## config.mk

```make
export PLATFORM = sky130hd
export DESIGN_NAME = vga_fb_arbiter
export DESIGN_NICKNAME = d
export VERILOG_FILES = /design/src/rtl/vga_pkg.sv /design/src/rtl/vga_fb_slot.sv /design/src/rtl/vga_fb_arbiter.sv
export SDC_FILE = /design/constraint.sdc
export NUM_CORES = 1
export LEC_CHECK = 0
export CAP_MARGIN = 20
export CELL_PAD_IN_SITES_DETAIL_PLACEMENT = 0
export CELL_PAD_IN_SITES_GLOBAL_PLACEMENT = 1
export CORE_MARGIN = 1
export CORE_UTILIZATION = 40
export CTS_CLUSTER_DIAMETER = 80
export DETAILED_ROUTE_END_ITERATION = 7
export GPL_TIMING_DRIVEN = 0
export PLACE_DENSITY = 0.9
export SETUP_SLACK_MARGIN = 0.2
export SLEW_MARGIN = 15
export SYNTH_ARGS = -nofsm -noshare
export SYNTH_HDL_FRONTEND = slang
export SYNTH_SLANG_ARGS = --single-unit
export TNS_END_PERCENT = 30
```

## constraint.sdc

```tcl
create_clock -name vgaclk -period 16.1 [get_ports vgaclk]
set_input_delay 4.025 -clock vgaclk [delete_from_list [all_inputs] [get_ports vgaclk]]
set_output_delay 4.025 -clock vgaclk [all_outputs]
set_load 0.05 [all_outputs]
```

## src/rtl/vga_pkg.sv

```systemverilog
// Shared constants and types for the VGA framebuffer path.
// Holds the 640x480@60 timing figures, the framebuffer cell geometry defaults,
// the fill FSM state type and a small cell-index helper.
package vga_pkg;

  // Horizontal timing, in pixel clocks
  localparam int unsigned HPIXELS = 640;
  localparam int unsigned HFP     = 16;
  localparam int unsigned HSPULSE = 96;
  localparam int unsigned HBP     = 48;
  localparam int unsigned HTOTAL_DEF = HPIXELS + HFP + HSPULSE + HBP;

  // Vertical timing, in lines
  localparam int unsigned VPIXELS = 480;
  localparam int unsigned VFP     = 10;
  localparam int unsigned VSPULSE = 2;
  localparam int unsigned VBP     = 33;
  localparam int unsigned VTOTAL_DEF = VPIXELS + VFP + VSPULSE + VBP;

  // Framebuffer geometry: one color byte per square cell
  localparam int unsigned DEF_CELL_PX = 20;
  localparam int unsigned DEF_COLS    = 32;
  localparam int unsigned DEF_ROWS    = 24;
  localparam int unsigned FB_DEPTH    = DEF_COLS * DEF_ROWS;

  // Fill engine states
  typedef enum logic [0:0] {
    IDLE  = 1'b0,
    CLEAR = 1'b1
  } fb_state_t;

  // Linear RAM index of a cell, row-major
  function automatic int unsigned cell_index(input int unsigned row, input int unsigned col,
                                             input int unsigned cols);
    return row * cols + col;
  endfunction

endpackage

```

## src/rtl/vga_fb_slot.sv

```systemverilog
// Display-slot decoder for the framebuffer arbiter.
// Purely combinational: from the beam counters it decides whether this cycle
// belongs to a display read and, if so, which cell must be fetched. The fetch
// runs two pixels ahead of the beam so the color is registered exactly at the
// first pixel of each cell. The first cell of every line is fetched at the end
// of the previous line (including the frame wrap back to row 0).
module vga_fb_slot
  import vga_pkg::*;
#(
  parameter int unsigned CELL_PX = DEF_CELL_PX,
  parameter int unsigned COLS    = DEF_COLS,
  parameter int unsigned ROWS    = DEF_ROWS,
  parameter int unsigned HTOTAL  = HTOTAL_DEF,
  parameter int unsigned VTOTAL  = VTOTAL_DEF
) (
  input  logic [9:0] hc,
  input  logic [9:0] vc,
  output logic       slot,
  output logic [9:0] slot_addr
);

  localparam int unsigned ActiveW = COLS * CELL_PX;
  localparam int unsigned ActiveH = ROWS * CELL_PX;

  int unsigned hc_u;
  int unsigned vc_u;
  int unsigned nv_u;
  logic        cell_slot;
  logic        line_slot;

  // Decode both fetch cases and pick the matching cell address
  always_comb begin
    hc_u = 32'(hc);
    vc_u = 32'(vc);
    nv_u = (vc_u == VTOTAL - 1) ? 32'd0 : vc_u + 32'd1;

    // Mid-line: two pixels before the next cell start, last cell excluded
    // because its successor is the first cell of the next line.
    cell_slot = ((hc_u % CELL_PX) == CELL_PX - 2) && (hc_u + 2 < ActiveW) && (vc_u < ActiveH);
    // End of line: prefetch column 0 of the upcoming visible line
    line_slot = (hc_u == HTOTAL - 2) && (nv_u < ActiveH);

    slot      = cell_slot | line_slot;
    slot_addr = '0;
    if (cell_slot) begin
      slot_addr = 10'(cell_index(vc_u / CELL_PX, (hc_u + 2) / CELL_PX, COLS));
    end else if (line_slot) begin
      slot_addr = 10'(cell_index(nv_u / CELL_PX, 0, COLS));
    end
  end

endmodule

```

## src/rtl/vga_fb_arbiter.sv

```systemverilog
// Framebuffer access controller between the VGA timing generator and a
// single-port color RAM with one-cycle synchronous read.
// Owners of the RAM port, highest first: display prefetch, fill engine, writer.
// Optional feature: define VGA_FB_CLEAR_EN to build the whole-framebuffer fill
// engine; without it clr_req/clr_color are ignored and clr_busy/clr_done stay 0.
module vga_fb_arbiter
  import vga_pkg::*;
#(
  parameter int unsigned CELL_PX = DEF_CELL_PX,
  parameter int unsigned COLS    = DEF_COLS,
  parameter int unsigned ROWS    = DEF_ROWS,
  parameter int unsigned HTOTAL  = HTOTAL_DEF,
  parameter int unsigned VTOTAL  = VTOTAL_DEF
) (
  input  logic       vgaclk,
  input  logic       rst_n,
  input  logic [9:0] hc,
  input  logic [9:0] vc,
  output logic [7:0] colorPacking,
  input  logic       wr_valid,
  output logic       wr_ready,
  input  logic [9:0] wr_addr,
  input  logic [7:0] wr_data,
  output logic       wr_err,
  input  logic       clr_req,
  input  logic [7:0] clr_color,
  output logic       clr_busy,
  output logic       clr_done,
  output logic [9:0] mem_addr,
  output logic       mem_we,
  output logic [7:0] mem_wdata,
  input  logic [7:0] mem_rdata
);

  localparam int unsigned Depth    = COLS * ROWS;
  localparam logic [9:0]  LastAddr = 10'(Depth - 1);

  logic       slot;
  logic [9:0] slot_addr;

  vga_fb_slot #(
    .CELL_PX(CELL_PX),
    .COLS   (COLS),
    .ROWS   (ROWS),
    .HTOTAL (HTOTAL),
    .VTOTAL (VTOTAL)
  ) u_slot (
    .hc       (hc),
    .vc       (vc),
    .slot     (slot),
    .slot_addr(slot_addr)
  );

  fb_state_t  state_q;
  logic [9:0] clr_addr_q;
  logic [7:0] clr_color_q;

  logic       pending_q, pending_d;
  logic [7:0] color_q, color_d;
  logic       wr_err_q, wr_err_d;

  logic       wr_fire;
  logic       wr_oor;
  logic       clr_write;

  // Writer handshake: only free cycles with the fill engine idle are offered
  always_comb begin
    wr_ready  = !slot && (state_q == IDLE) && rst_n;
    wr_fire   = wr_valid && wr_ready;
    wr_oor    = 32'(wr_addr) >= Depth;
    clr_write = (state_q == CLEAR) && !slot;
  end

  // RAM port mux; an out-of-range write still presents its address but never writes
  always_comb begin
    mem_we    = 1'b0;
    mem_addr  = '0;
    mem_wdata = '0;
    if (rst_n) begin
      if (slot) begin
        mem_addr = slot_addr;
      end else if (clr_write) begin
        mem_we    = 1'b1;
        mem_addr  = clr_addr_q;
        mem_wdata = clr_color_q;
      end else if (wr_fire) begin
        mem_we    = !wr_oor;
        mem_addr  = wr_addr;
        mem_wdata = wr_data;
      end
    end
  end

  // Fetch pipeline: slot cycle -> RAM read cycle -> color register
  always_comb begin
    pending_d = slot;
    color_d   = pending_q ? mem_rdata : color_q;
    wr_err_d  = wr_fire && wr_oor;
  end

  // Pipeline and error flops
  always_ff @(posedge vgaclk or negedge rst_n) begin
    if (!rst_n) begin
      pending_q <= 1'b0;
      color_q   <= '0;
      wr_err_q  <= 1'b0;
    end else begin
      pending_q <= pending_d;
      color_q   <= color_d;
      wr_err_q  <= wr_err_d;
    end
  end

  assign colorPacking = color_q;
  assign wr_err       = wr_err_q;

`ifdef VGA_FB_CLEAR_EN
  fb_state_t  state_d;
  logic [9:0] clr_addr_d;
  logic [7:0] clr_color_d;
  logic       clr_done_q, clr_done_d;

  // Fill engine: walk every cell once, yielding to display slots
  always_comb begin
    state_d     = state_q;
    clr_addr_d  = clr_addr_q;
    clr_color_d = clr_color_q;
    clr_done_d  = 1'b0;
    unique case (state_q)
      IDLE: begin
        if (clr_req) begin
          state_d     = CLEAR;
          clr_addr_d  = '0;
          clr_color_d = clr_color;
        end
      end
      CLEAR: begin
        if (!slot) begin
          if (clr_addr_q == LastAddr) begin
            state_d    = IDLE;
            clr_addr_d = '0;
            clr_done_d = 1'b1;
          end else begin
            clr_addr_d = clr_addr_q + 10'd1;
          end
        end
      end
      default: state_d = IDLE;
    endcase
  end

  // Fill engine state; a reset mid-fill abandons the walk without clr_done
  always_ff @(posedge vgaclk or negedge rst_n) begin
    if (!rst_n) begin
      state_q     <= IDLE;
      clr_addr_q  <= '0;
      clr_color_q <= '0;
      clr_done_q  <= 1'b0;
    end else begin
      state_q     <= state_d;
      clr_addr_q  <= clr_addr_d;
      clr_color_q <= clr_color_d;
      clr_done_q  <= clr_done_d;
    end
  end

  assign clr_busy = (state_q == CLEAR);
  assign clr_done = clr_done_q;
`else
  logic unused_clr;

  assign state_q     = IDLE;
  assign clr_addr_q  = '0;
  assign clr_color_q = '0;
  assign clr_busy    = 1'b0;
  assign clr_done    = 1'b0;
  assign unused_clr  = ^{clr_req, clr_color};
`endif

endmodule

```

==> impl_results.rst, run 1 <==
.. list-table::
   :header-rows: 1

   * - Metric
     - Value
   * - Result of the run
     - finished, violations left
   * - Violated checks
     - design-rule violations
   * - Pwr/cell area
     - 57.7 nW/um^2
   * - Global-route wire length before repair
     - 25300 um
   * - Clock tree from TritonCTS
     - yes
   * - Std cell rows
     - 39
   * - Max Transition Viols Final
     - 0
   * - Area contributors post-synth
     - sky130_fd_sc_hd__o21ai_0 5.9%, sky130_fd_sc_hd__a21oi_1 5.7%, sky130_fd_sc_hd__dfrtp_1 5.3%
   * - Netlist Area Pre-Place
     - 4760 um^2
   * - Final period util
     - 95.9%
   * - Highest-utilization routing layer at the global route stage
     - met2
   * - Critical path arrival
     - 11.42 ns
   * - CTS max path bufs
     - 2
   * - IO Count
     - 89
   * - Most frequent cells after synthesis
     - 59 x sky130_fd_sc_hd__nand2_1, 56 x sky130_fd_sc_hd__nor2_1, 56 x sky130_fd_sc_hd__o21ai_0, 54 x sky130_fd_sc_hd__a21oi_1
   * - Met2 global-route usage
     - 43.7%
   * - Critical Path RT
     - 12.07 ns
   * - Area share of the largest cell type after synthesis
     - 5.89%
   * - Pin count of the biggest net entering global routing
     - 18
   * - Worst-Skew Late Latency
     - 0.24 ns
   * - Worst Reg2Reg Path Length in Cells
     - 2
   * - Sequential share of the synthesized area
     - 5.26%
   * - Fraction of registers with async set/reset
     - 100%
   * - Floorplan die area
     - 12300 um^2
   * - Overall die height
     - 111 um
   * - Wire length after detailed routing
     - 15400 um
   * - Leak Pwr
     - 0.00212 uW
   * - Maximum clock frequency
     - 64.8 MHz
   * - Drt drc
     - 2
   * - Worst hold slack
     - 0.503 ns
   * - Worst Max-Slew Pin Slew
     - 0.944 ns
   * - Via count
     - 5805
   * - Leading cell type by number of instances after synthesis
     - sky130_fd_sc_hd__nand2_1
   * - Maximum capacitance violations
     - 0
   * - Hold WC Path Type
     - flop to flop
   * - Final-report hold violation count
     - 0
   * - Number of filler cells placed in the layout
     - 1173
   * - Clock tree skew after final layout
     - 0.00150 ns
   * - Startpoint kind of the worst setup timing path
     - input port
   * - Total congestion overflow after global routing
     - 0
   * - Worst Setup Path Type
     - input port to primary output
   * - Number of hold buffers added after cts
     - 0
   * - Most frequently used flop master after synthesis
     - sky130_fd_sc_hd__dfrtp_1
   * - Met1 Use GR
     - 30.5%
   * - Number of distinct library cells after synthesis
     - 100
   * - Remaining antenna violation count after routing
     - 0
   * - Sort of element at the end of the critical path
     - primary output
   * - Clock-pin slew of the registers on the worst-case setup and hold paths
     - 0.04 ns
   * - Setup repair after global routing missed its margin
     - false
   * - Core region area
     - 11500 um^2
   * - Count of flip-flops with a built-in enable after synthesis
     - 0
   * - Die boundary width
     - 111 um
   * - Routability congestion estimate from global placement
     - 0.916
   * - Total of warnings raised by yosys
     - 0
   * - Violation count after the first detailed-routing iteration
     - 372
   * - Post-detailed-route wirelength per cell
     - 16.6 um
   * - Via-per-instance ratio
     - 6.25
   * - Synth Area per Inst
     - 6.70 um^2
   * - Detail Placement HPWL
     - 12100 um
   * - Number of setup violations in the final report
     - 0
   * - Crit-path max FO
     - 10
   * - Largest area contributor in the synthesized netlist
     - sky130_fd_sc_hd__o21ai_0
   * - Number of sinks driven by the clock tree
     - 10
   * - Synthesis-to-layout area growth
     - 20.7%
   * - Number of buffers added on ports
     - 71
   * - Vias in the first global route
     - 5302
   * - Clock root cell
     - sky130_fd_sc_hd__clkbuf_16
   * - Worst IR drop on VDD
     - 32.6 uV
   * - Hold-critical path depth
     - 1
   * - Initial antenna violation count
     - 0
   * - Initial cell density of the core
     - 41.3%
   * - Final sum of negative setup slack
     - 0 ns
   * - M3 GR Usage
     - 1.64%
   * - Number of diodes added for antenna fixing
     - 0
   * - Layout Nets
     - 858
   * - Number of H-tree levels
     - 1
   * - Headroom to the max-slew limit
     - 36.3%
   * - Final critical delay including setup and external delays
     - 15.44 ns
   * - Cells after Synth
     - 710
   * - Detailed Routing Iterations Pass 1
     - 7
   * - Num CTS Buffers
     - 3
   * - Synth Register Bits
     - 10
   * - Layout cell share with drive strength beyond 1
     - 9.29%
   * - Gr usage total
     - 23.9%
[registers in the layout (all words and copies together) (netlist names)]
| register | cells |
|---|---|
| wr_err | 1 |
| pending_q | 1 |
| colorPacking | 8 |
[final cells by class]
type / count / area (um^2) / area share [%]
buffer: 51 / 236 / 4.12
clock buffer: 4 / 88.8 / 1.55
inverter: 27 / 101 / 1.76
multi-input combinational: 623 / 4170 / 72.7
sequential: 10 / 250 / 4.36
tap: 143 / 179 / 3.12
timing repair buffer: 71 / 713 / 12.4
[cells in the final DEF, fill, tap and decap left out, types with 10 or more instances in the layout]
master	n
sky130_fd_sc_hd__a211oi_1	16
sky130_fd_sc_hd__a21oi_1	54
sky130_fd_sc_hd__and2_1	17
sky130_fd_sc_hd__and3_1	16
sky130_fd_sc_hd__buf_2	14
sky130_fd_sc_hd__clkbuf_1	29
sky130_fd_sc_hd__clkdlybuf4s50_1	70
sky130_fd_sc_hd__dfrtp_1	10
sky130_fd_sc_hd__ha_1	12
sky130_fd_sc_hd__inv_1	24
sky130_fd_sc_hd__mux2_2	11
sky130_fd_sc_hd__nand2_1	59
sky130_fd_sc_hd__nand3_1	29
sky130_fd_sc_hd__nand4_1	13
sky130_fd_sc_hd__nor2_1	56
sky130_fd_sc_hd__nor2b_1	15
sky130_fd_sc_hd__nor3_1	23
sky130_fd_sc_hd__nor4_1	13
sky130_fd_sc_hd__o211ai_1	13
sky130_fd_sc_hd__o21ai_0	56
sky130_fd_sc_hd__xnor2_1	24
[path summary, 6_finish.rpt]
kind	startpoint	to	slack, ns
hold reg to reg	colorPacking[1]	colorPacking[1]	0.50
setup reg to reg	pending_q	colorPacking[4]	14.94
max in group asynchronous	rst_n	wr_err	11.45
hold / removal	colorPacking[1]	colorPacking[1]	0.50
min in group asynchronous	rst_n	colorPacking[5]	4.21
setup / recovery	vc[8]	mem_addr[7]	0.66
[logic make-up after synthesis]
| family | count (synthesis) | share of synthesized area (%) |
|---|---|---|
| and+or+nand+nor | 297 | 33.3 |
| AOI/OAI and AO/OA | 253 | 39.0 |
| buffers and inverters | 78 | 7.10 |
| xor gates and xnor gates | 32 | 5.89 |
| adders and majority gates | 21 | 5.26 |
| muxes | 18 | 4.08 |
| DFF | 10 | 5.26 |
| other | 1 | 0.0788 |
[metal layers]
metal	part of all wire [%]	up-vias
met4	1.7	0
met1	44	2742
met2	50	177
li1	-	2853
met5	0	-
met3	4.1	33
[where the power goes]
group / leakage (uW) / total (uW) / switching [uW] / internal (uW)
sequential: 0.000137 / 32.0 / 2.14 / 29.9
clock: 0.0000442 / 50.3 / 12.8 / 37.5
combinational: 0.00194 / 249 / 151 / 97.8
total: 0.00212 / 332 / 166 / 165
[per-stage QoR]
step / instance area [um^2] / setup slack, ns / util [%] / power (uW) / cells
global route: 5740 / 0.248 / 49.9 / 356 / 929
detailed placement: 5650 / 0.648 / 49.1 / 277 / 925
CTS: 5740 / 0.635 / 49.8 / 330 / 929
finish: 5740 / 0.658 / 49.9 / 332 / 929
global placement: 5650 / 0.723 / 49.1 / 273 / 925
floorplan: 4760 / 1.61 / - / 215 / 711
[worst max-delay path: stages]
cell,delay [ns]
sky130_fd_sc_hd__clkdlybuf4s50_1,0.45
sky130_fd_sc_hd__clkbuf_1,0.22
sky130_fd_sc_hd__or2_2,0.39
sky130_fd_sc_hd__ha_1,0.34
sky130_fd_sc_hd__nor2b_1,0.36
sky130_fd_sc_hd__maj3_1,0.25
sky130_fd_sc_hd__nor2_1,0.04
sky130_fd_sc_hd__o32ai_1,0.35
sky130_fd_sc_hd__a221oi_1,0.20
sky130_fd_sc_hd__and2_1,0.24
sky130_fd_sc_hd__maj3_1,0.36
sky130_fd_sc_hd__a21oi_1,0.17
sky130_fd_sc_hd__nor2b_1,0.29
sky130_fd_sc_hd__and2_1,0.17
sky130_fd_sc_hd__clkbuf_1,0.33
sky130_fd_sc_hd__mux2i_1,0.27
sky130_fd_sc_hd__and3_1,0.17
sky130_fd_sc_hd__clkbuf_1,0.21
sky130_fd_sc_hd__mux2i_1,0.21
sky130_fd_sc_hd__nor2_1,0.06
sky130_fd_sc_hd__o21ai_0,0.18
sky130_fd_sc_hd__nand4_1,0.17
sky130_fd_sc_hd__ha_1,0.28
sky130_fd_sc_hd__fa_1,0.39
sky130_fd_sc_hd__xor2_1,0.17
sky130_fd_sc_hd__a211oi_1,0.26
sky130_fd_sc_hd__clkdlybuf4s50_1,0.85
[repair_timing]
action / CTS / global route
gates resized for setup: 0 / 1
setup endpoints to repair: 0 / 1
buffers inserted: 0 / 0
Note: power is estimated with default switching activity, not from simulation.
==> run 2, diff against run 1 <==
- CAP_MARGIN: 20 -> not set
- CORE_UTILIZATION: 40 -> 35
- GPL_ROUTABILITY_DRIVEN: not set -> 0
- PLACE_DENSITY: 0.9 -> 0.81
==> run 2 against run 1 <==
The run now ends clean. Critical path depth did not move. Power fell by 1.8%. Hold slack got worse by 0.0015 ns. Die area rose by 14%. Fmax rose by 0.34%. Via count fell by 0.98%. First-iteration DRC count fell by 18%. Setup slack improved by 0.052 ns. Count of clock-buffer cells in the layout fell by 1. Final cell count rose by 3.4%. Sequential share of layout area barely moved. Routed wire length rose by 0.56%. Largest cell class unchanged. Highest routed layer unchanged.
==> impl_results.rst, run 2 (synthesis gave the netlist of run 1 again) <==
.. list-table::
   :header-rows: 1

   * - Metric
     - Value
   * - Setup repair after global routing missed its margin
     - true
   * - Slowest stage cell, crit path
     - sky130_fd_sc_hd__clkdlybuf4s50_1
   * - Maximum capacitance violations
     - 0 (unchanged)
   * - Crit path largest cell delay
     - 0.85 ns (about the same)
   * - Number of flip-flops under the largest register name
     - 8 (unchanged)
   * - Crit-path max FO
     - 10 (unchanged)
   * - Part of the total power dissipated in sequential elements
     - 9.9% (+0.2 points)
   * - Clock tree from TritonCTS
     - yes
   * - Final period util
     - 95.6% (-0.32 points)
   * - Headroom to the max-slew limit
     - 37.8% (+1.5 points)
   * - Overall die height
     - 119 um (+6.8%)
   * - Num CTS Buffers
     - 3 (unchanged)
   * - Number of diodes added for antenna fixing
     - 0 (unchanged)
   * - Final sum of negative setup slack
     - 0 ns (unchanged)
   * - Final critical delay including setup and external delays
     - 15.39 ns (-0.0516 ns)
   * - Gr usage total
     - 21.1% (-2.8 points)
   * - Floorplan die area
     - 14100 um^2 (+14%)
   * - Global-route wire length before repair
     - 25300 um (+0.22%)
   * - Clock root cell
     - sky130_fd_sc_hd__clkbuf_16
   * - Worst Setup Path Type
     - input port to primary output
   * - Worst Reg2Reg Path Length in Cells
     - 2 (unchanged)
   * - Sort of element at the end of the critical path
     - primary output
   * - Hold Crit Start
     - colorPacking[3]
   * - Switching part of the total power
     - 50.9% (+0.70 points)
   * - Core region area
     - 13200 um^2 (+15%)
   * - Detail Placement HPWL
     - 12300 um (+1.6%)
   * - Post-detailed-route wirelength per cell
     - 16.1 um (-2.8%)
   * - Detailed Routing Iterations Pass 1
     - 5 (-2)
   * - Initial antenna violation count
     - 0 (unchanged)
   * - Final-report hold violation count
     - 0 (unchanged)
   * - Number of buffers added on ports
     - 71 (unchanged)
   * - Switching power summed over all nets
     - 166 uW (-0.41%)
   * - Synthesis-to-layout area growth
     - 21.3%
   * - Hold WC Path Type
     - flop to flop
   * - Via-per-instance ratio
     - 5.98 (-4.3%)
   * - Crit Reg-Reg Startpoint
     - pending_q
   * - Worst-case hold path end point
     - colorPacking[3]
   * - Total congestion overflow after global routing
     - 0 (unchanged)
   * - Vias in the first global route
     - 5250 (-0.98%)
   * - Layout cell share with drive strength beyond 1
     - 9.17% (-0.12 points)
   * - Layout Nets
     - 858 (unchanged)
   * - Startpoint kind of the worst setup timing path
     - input port
   * - Std cell rows
     - 42 (+7.7%)
   * - Critical path arrival
     - 11.37 ns (-0.05 ns)
   * - Remaining antenna violation count after routing
     - 0 (unchanged)
   * - Capturing point of the worst reg2reg path
     - colorPacking[1]
   * - Result of the run
     - finished clean
   * - Maximum clock frequency
     - 65.0 MHz (+0.34%)
   * - Worst Max-Slew Pin Slew
     - 0.922 ns (-0.0224 ns)
   * - Via count
     - 5748 (-0.98%)
   * - Leak Pwr
     - 0.00211 uW (-0.34%)
   * - Number of H-tree levels
     - 1 (unchanged)
   * - Wire length after detailed routing
     - 15500 um (+0.56%)
   * - Number of filler cells placed in the layout
     - 1417 (+21%)
   * - Most frequent standard cell in the layout excluding fill and tap cells
     - sky130_fd_sc_hd__clkdlybuf4s50_1
   * - Die boundary width
     - 119 um (+6.8%)
   * - Critical Path RT
     - 12.07 ns (about the same)
   * - Violation count after the first detailed-routing iteration
     - 306 (-18%)
   * - CTS max path bufs
     - 2 (unchanged)
   * - Combinational power share
     - 76.9% (+1.7 points)
   * - Drt drc
     - 0 (-2)
   * - Number of setup violations in the final report
     - 0 (unchanged)
   * - Clock tree skew after final layout
     - 0.00114 ns (-0.000363 ns)
   * - Commonest cells after routing, fill and taps aside
     - 70 x sky130_fd_sc_hd__clkdlybuf4s50_1, 59 x sky130_fd_sc_hd__nand2_1, 56 x sky130_fd_sc_hd__nor2_1, 56 x sky130_fd_sc_hd__o21ai_0, 54 x sky130_fd_sc_hd__a21oi_1
   * - Setup fix buffers added after clock tree synthesis
     - 0 (unchanged)
   * - Max Transition Viols Final
     - 0 (unchanged)
   * - Most frequent CP cell
     - sky130_fd_sc_hd__clkbuf_1
   * - Initial cell density of the core
     - 35.9% (-5.4 points)
   * - Internal cell power
     - 160 uW (-3.1%)
   * - Worst IR drop on VDD
     - 35.1 uV (+7.6%)
   * - Worst-Skew Late Latency
     - 0.23 ns (about the same)
   * - Clk pwr share
     - 13.2% (-2.0 points)
   * - Register-to-register setup slack
     - 14.92 ns (-0.02 ns)
   * - Pin count of the biggest net entering global routing
     - 18 (unchanged)
   * - Hold-critical path depth
     - 1 (unchanged)
   * - IO Count
     - 89 (unchanged)
   * - Clock-pin slew of the registers on the worst-case setup and hold paths
     - 0.04 ns (about the same)
   * - Total power after layout
     - 326 uW (-1.8%)
   * - Pwr/cell area
     - 56.4 nW/um^2 (-2.2%)
   * - Number of sinks driven by the clock tree
     - 10 (unchanged)
-- run 2: cell types whose count changed in the layout (fill, tap and decap cells not counted), sizes merged --
cell	delta
clkbuf	-1
-- run 2: power groups by stage --
stage	clock (uW)	sequential, uW	combinational [uW]
6_report	43.1	32.2	250
5_1_grt	45.3	32.8	272
4_1_cts	43.6	32.2	247
3_5_place_dp	0	32.6	246
3_3_place_gp	0	32.2	241
2_1_floorplan	0	49.0	167
-- run 2: final cells by class --
type | instances | area (um^2) | area share, %
tap | 176 | 220 | 3.82
inverter | 27 | 101 | 1.76
buffer | 51 | 236 | 4.10
multi-input combinational | 623 | 4170 | 72.3
sequential | 10 | 250 | 4.34
timing repair buffer | 71 | 713 | 12.4
clock buffer | 3 | 75.1 | 1.30
-- run 2: through the flow --
stage / setup WS (ns) / hold slack, ns / cells / instance area [um^2] / utilization [%]
floorplan: 1.61 / 0.799 / 711 / 4760 / -
global placement: 0.783 / 0.490 / 958 / 5690 / 43.0
detailed placement: 0.685 / 0.496 / 958 / 5690 / 43.0
CTS: 0.658 / 0.504 / 961 / 5770 / 43.6
global route: 0.140 / 0.516 / 961 / 5770 / 43.6
finish: 0.709 / 0.501 / 961 / 5770 / 43.6
-- run 2: worst max-delay path, delay by kind of cell --
kind / cells / cell delay, ns
AO/OA/AOI/OAI: 5 / 1.17
multiplexers: 2 / 0.51
AND/OR/NAND/NOR: 9 / 1.80
adder cells (fa/ha/maj): 5 / 1.61
XOR/XNOR: 1 / 0.17
buffers and inverters: 5 / 2.07
-- run 2: worst max-delay path by stage --
stage	start	endpoint	slack (ns)
after floorplan	vc[7]	mem_addr[9]	1.61
after global placement	vc[8]	mem_addr[9]	0.78
after detailed placement	vc[8]	mem_addr[9]	0.68
after CTS	vc[8]	mem_addr[9]	0.66
after global routing	vc[8]	mem_addr[7]	0.14
final	vc[8]	mem_addr[7]	0.71
-- run 2: per-layer routing --
layer | routed length (um) | vias to the layer above | part of all wire, % | GRT usage (%)
met4 | 160 | 0 | 1.0 | 3.32
met3 | 526 | 18 | 3.4 | 0.965
met5 | 0 | - | 0 | 0
met1 | 6950 | 2707 | 45 | 27.5
li1 | - | 2856 | - | -
met2 | 7830 | 167 | 51 | 38.7
-- run 2: timing repair --
action,4_1_cts,5_1_grt
resized for setup,0,1
endpoints found under the setup margin,0,2
hold buffers,0,0
==> run 3, diff against run 2 <==
- CORE_MARGIN: 1 -> not set
- CTS_CLUSTER_DIAMETER: 80 -> 50
==> results of run 3 <==
No change in the layout: final DEF, timing and power equal those of run 2.
